==> config.mk <==
export PLATFORM = sky130hd
export DESIGN_NAME = sap1_controller_sequencer
export DESIGN_NICKNAME = d
export VERILOG_FILES = /design/src/rtl/sap1_controller_sequencer.sv
export SDC_FILE = /design/constraint.sdc
export NUM_CORES = 1
export LEC_CHECK = 0
export CAP_MARGIN = 25
export CORE_MARGIN = 3
export CORE_UTILIZATION = 35
export CTS_BUF_LIST = sky130_fd_sc_hd__clkbuf_16
export CTS_CLUSTER_DIAMETER = 120
export DETAILED_ROUTE_END_ITERATION = 7
export PLACE_DENSITY = 0.66
export SLEW_MARGIN = 30
export SYNTH_ARGS = -nofsm -noshare
export SYNTH_HDL_FRONTEND = slang
export SYNTH_SLANG_ARGS = --single-unit
==> constraint.sdc <==
create_clock -name CLK -period 2.3 [get_ports CLK]
set_input_delay 0.46 -clock CLK [delete_from_list [all_inputs] [get_ports CLK]]
set_output_delay 0.46 -clock CLK [all_outputs]
set_load 0.01 [all_outputs]
==> src/rtl/sap1_controller_sequencer.sv <==
// -----------------------------------------------------------------------------
// sap1_controller_sequencer
//
// Control unit for the SAP-1 datapath. A six-state one-hot ring counter
// (T1..T6) sequences every instruction. A combinational decoder turns the
// current T-state and the opcode nibble into the 12-bit control word and the
// halt flag.
//
// Ports:
//   CLK     in   1   system clock, all state changes on the rising edge
//   CLR     in   1   asynchronous active-high reset, returns the ring to T1
//   OPCODE  in   4   upper nibble of the instruction register, valid from T4
//   T       out  6   one-hot ring state, T[0]=T1 .. T[5]=T6 (FSM debug view)
//   CON     out  12  control word, [11:0] = Cp Ep LM_bar CE_bar LI_bar EI_bar
//                    LA_bar EA Su EU LB_bar LO_bar
//   HLT     out  1   halt flag, high from the HLT decode in T4 until CLR
//
// CON and HLT have no registered stage: they follow T, OPCODE and the halted
// bit within the same cycle.
// -----------------------------------------------------------------------------
module sap1_controller_sequencer #(
    parameter logic [3:0] OP_LDA = 4'h0,
    parameter logic [3:0] OP_ADD = 4'h1,
    parameter logic [3:0] OP_SUB = 4'h2,
    parameter logic [3:0] OP_OUT = 4'hE,
    parameter logic [3:0] OP_HLT = 4'hF
) (
    input  logic        CLK,
    input  logic        CLR,
    input  logic [3:0]  OPCODE,
    output logic [5:0]  T,
    output logic [11:0] CON,
    output logic        HLT
);

    // One-hot encoding is the state encoding itself, so T is just the state
    // register and can never hold anything other than one of these values.
    typedef enum logic [5:0] {
        ST_T1 = 6'b000001,
        ST_T2 = 6'b000010,
        ST_T3 = 6'b000100,
        ST_T4 = 6'b001000,
        ST_T5 = 6'b010000,
        ST_T6 = 6'b100000
    } ring_t;

    // Control words. Idle has every active-high signal at 0 and every _bar
    // signal at 1; the others differ from idle only in the signals named.
    localparam logic [11:0] CON_IDLE     = 12'h3E3;
    localparam logic [11:0] CON_FETCH_T1 = 12'h5E3; // Ep, LM_bar
    localparam logic [11:0] CON_FETCH_T2 = 12'hBE3; // Cp
    localparam logic [11:0] CON_FETCH_T3 = 12'h263; // CE_bar, LI_bar
    localparam logic [11:0] CON_ADDR_T4  = 12'h1A3; // EI_bar, LM_bar
    localparam logic [11:0] CON_LDA_T5   = 12'h2C3; // CE_bar, LA_bar
    localparam logic [11:0] CON_ARITH_T5 = 12'h2E1; // CE_bar, LB_bar
    localparam logic [11:0] CON_ADD_T6   = 12'h3C7; // EU, LA_bar
    localparam logic [11:0] CON_SUB_T6   = 12'h3CF; // Su, EU, LA_bar
    localparam logic [11:0] CON_OUT_T4   = 12'h3F2; // EA, LO_bar

    ring_t state_q;
    ring_t state_d;
    logic  halted_q;
    logic  halted_d;
    logic  halt_decode;

    always_ff @(posedge CLK or posedge CLR) begin
        if (CLR) begin
            state_q  <= ST_T1;
            halted_q <= 1'b0;
        end else begin
            state_q  <= state_d;
            halted_q <= halted_d;
        end
    end

    always_comb begin
        state_d     = state_q;
        halted_d    = halted_q;
        CON         = CON_IDLE;
        halt_decode = 1'b0;

        // Once halted the ring is frozen at T4 and the word stays idle.
        if (!halted_q) begin
            case (state_q)
                ST_T1: begin
                    CON     = CON_FETCH_T1;
                    state_d = ST_T2;
                end
                ST_T2: begin
                    CON     = CON_FETCH_T2;
                    state_d = ST_T3;
                end
                ST_T3: begin
                    CON     = CON_FETCH_T3;
                    state_d = ST_T4;
                end
                ST_T4: begin
                    state_d = ST_T5;
                    if (OPCODE == OP_LDA || OPCODE == OP_ADD || OPCODE == OP_SUB) begin
                        CON = CON_ADDR_T4;
                    end else if (OPCODE == OP_OUT) begin
                        CON = CON_OUT_T4;
                    end else if (OPCODE == OP_HLT) begin
                        // Hold T4 on the coming edge and latch the halt.
                        halt_decode = 1'b1;
                        halted_d    = 1'b1;
                        state_d     = ST_T4;
                    end
                end
                ST_T5: begin
                    state_d = ST_T6;
                    if (OPCODE == OP_LDA) begin
                        CON = CON_LDA_T5;
                    end else if (OPCODE == OP_ADD || OPCODE == OP_SUB) begin
                        CON = CON_ARITH_T5;
                    end
                end
                ST_T6: begin
                    state_d = ST_T1;
                    if (OPCODE == OP_ADD) begin
                        CON = CON_ADD_T6;
                    end else if (OPCODE == OP_SUB) begin
                        CON = CON_SUB_T6;
                    end
                end
                default: begin
                    state_d = ST_T1;
                end
            endcase
        end
    end

    assign T   = state_q;
    assign HLT = halted_q | halt_decode;

endmodule

==> summary.md <==
| Metric | Value |
|---|---|
| Status | `finished, final reports clean` |
| Pwr Total | `1610 µW` |
| DRT Pass-1 Iters | `4` |
| Placer Congestion | `0.734` |
| Number of buffers created by CTS | `3` |
| Clk buf depth | `2` |
| Initial cell density of the core | `roughly two fifths` |
| CP endpoint kind | `output port` |
| CTS tree | `done` |
| Detail Route Antenna Nets | `0` |
| Clock sinks | `7` |
| Die area | `around 2500 µm²` |
| Clock root buffer | `clkbuf_16` |
| Final WL | `2.17 mm` |
| Hpwl dp | `1.43 mm` |
| Sequential cell area | `183 µm²` |
| Gr usage total | `19.0%` |
| Max IR drop VDD | `676 µV` |
| Worst-margin pin slew | `300 ps` |
| Yosys cell types | `34` |
| Final Hold Violating Endpoints | `0` |
| Slew Viols, Final | `0` |
| First-pass GRT wire length | `between 3 and 4 mm` |
| R2R cell count | `6` |
| Synth top area share | `22.1%` |
| Row cnt | `15` |
| Largest net degree at the start of global routing | `18` |
| Fillers | `between 100 and 150` |
| Slowest cell delay on critical path | `~600 ps` |
| Synth Net Count | `93` |
| Vias | `~800` |
| Slew HR | `around 80%` |
| Clock Latency Late Sink | `between 200 and 250 ps` |
| Main synth FF type | `dfrtp_1` |
| Worst Skew | `1.89 ps` |
| Via count of the first global-routing pass | `848` |
| Share of flip-flops with an asynchronous set or reset | `100%` |
| Number of synthesized register bits | `7` |
| CP max-delay cell | `dfstp_2` |
| Routed wire per std cell | `14.0 µm` |
| Hold Buf Count CTS | `0` |
| Core area | `1780 µm²` |
| Reg clk slew, reported paths | `approximately 40 ps` |
| Mapped Cells | `87` |
| Final setup TNS | `0 ps` |
| Global route overflow | `0` |
| Placement Setup Slack | `-216 ps` |
| Initial antenna violation count | `0` |
| Area of the multi-input gates | `between 400 and 500 µm²` |
| Layout Nets | `137` |
| Mean post-synth cell area | `7.79 µm²` |
| Clock period minus worst slack | `2250 ps` |
| Fmax | `about 440 MHz` |
| Crit path max fanout | `5` |
| DIE HEIGHT | `50.0 µm` |
| Number of synthesized flops with an enable pin | `0` |
| Crit Path Category | `reg -> out` |
| Worst Path Arrival | `around 1800 ps` |
| Netlist Area Pre-Place | `678 µm²` |
| P&R area growth vs syn | `74.7%` |
| Largest cells by area after synthesis | `dfrtp_1, nand2_1, nor2_1` |
| PwrDens | `~1400 nW/µm²` |
| Ant diodes | `0` |
| Port Buffers | `24` |
| Final Worst Setup Slack | `45.9 ps` |
| Drt drc | `0` |
| Yosys warning count | `0` |
| HP Class | `in -> async` |
| Die Width | `50.0 µm` |
| Setup violations, final | `0` |
| Crit start category | `flop` |
| Fin crit share | `98.0%` |
| Layout cells sized above 1 | `36.2%` |
| Data required, critical path | `around 1800 ps` |
| DR iter-0 viols | `10` |
| Maxcap violations | `0` |
| Register area share after synthesis | `26.0%` |
| Synth area leader | `dfrtp_1` |
| IO Count | `25` |
| H-tree depth | `1` |
| CP Cell Sequence | `xor2_1 -> a21oi_2 -> nand2_1 -> or3_1 -> clkdlybuf4s15_1` |
| Vias per cell | `between 5 and 6` |
| Leakage | `0.000577 µW` |
sequential cells by signal (all words and copies together), names as in the netlist:
signal,flops
halted_q,1
T,6
placed cells by master (no fill, tap or decap), drive strengths merged:
cell	instances
nor3	7
or3	2
and4b	1
nor2b	1
buf	22
nand3b	2
xnor2	1
clkbuf	4
nand4	3
o31ai	1
mux2i	1
nor4	1
clkdlybuf4s50	8
or2	1
dfrtp	6
a21oi	5
nand3	4
nor2	11
clkdlybuf4s15	2
a21o	2
dlymetal6s2s	4
dlygate4sd2	9
o21ai	5
xor2	4
o211ai	1
nand2b	2
nand2	13
nor4b	1
nand4b	1
dfstp	1
inv	4
timing repair:
| item | 4_1_cts | 5_1_grt |
|---|---|---|
| pin swaps | 4 | 1 |
| resized for setup | 24 | 12 |
| endpoints found under the setup margin | 13 | 8 |
| setup buffers | 8 | 1 |
worst max-delay path, delay by kind of cell (launching register included):
kind,cells,cell delay [ps]
simple gates,2,430
xor+xnor,1,110
buf+inv,1,240
compound gates,1,180
flops,1,610
power breakdown:
| group | total [µW] | switching [µW] | internal [µW] |
|---|---|---|---|
| clock | 293 | 66.9 | 226 |
| combinational | 1020 | 457 | 558 |
| sequential | 302 | 120 | 181 |
| total | 1610 | 644 | 965 |
stage by stage:
step	cell area, µm²	hold slack, ps	instances	utilization (%)
after floorplan	678	263	87	-
after CTS	1150	493	154	64.5
after global routing	1180	521	155	66.5
after detailed placement	993	689	142	55.7
final	1180	479	155	66.5
after global placement	993	673	142	55.7
cells in the mapped netlist (all sizes together), types with 2 or more instances:
| library cell | n |
|---|---|
| nand2b | 2 |
| nand2 | 13 |
| nand3b | 2 |
| a21o | 2 |
| nor3 | 7 |
| nor2 | 11 |
| xor2 | 4 |
| or3 | 2 |
| nand3 | 4 |
| inv | 3 |
| dfrtp | 6 |
| nand4 | 3 |
| a21oi | 5 |
| clkbuf | 2 |
| buf | 5 |
| o21ai | 5 |
layout make-up:
class	count	share of cell area, %
Tap cell	25	2.64
Inverter	3	0.950
Multi-Input combinational cell	70	40.0
Clock buffer	3	6.34
Timing Repair Buffer	46	34.3
Sequential cell	7	15.4
Clock inverter	1	0.317
path summary, 6_finish.rpt:
path / from / endpoint / slack, ps
min in group CLK: T[5] / T[3] / 720
setup reg to reg: T[5] / T[2] / 870
hold reg to reg: T[5] / T[3] / 720
hold / removal: CLR / halted_q / 480
max in group asynchronous: CLR / T[0] / 1540
setup / recovery: T[0] / CON[1] / 50
cell families (layout without fill, tap and decap cells):
group | count (synthesis) | count (layout) | share of synthesized area, %
compound gates | 14 | 14 | 12.4
xor+xnor | 5 | 5 | 6.46
buf+inv | 10 | 53 | 9.59
flops | 7 | 7 | 26.0
mux | 1 | 1 | 1.48
simple gates | 50 | 50 | 44.1
layer usage:
| metal | global-route usage (%) | part of all wire (%) |
|---|---|---|
| met1 | 21.4 | 45 |
| met2 | 30.9 | 46 |
| met3 | 3.02 | 4.4 |
| met4 | 16.1 | 3.9 |
| met5 | 0 | 0 |
(Power assumes the default switching activity.)
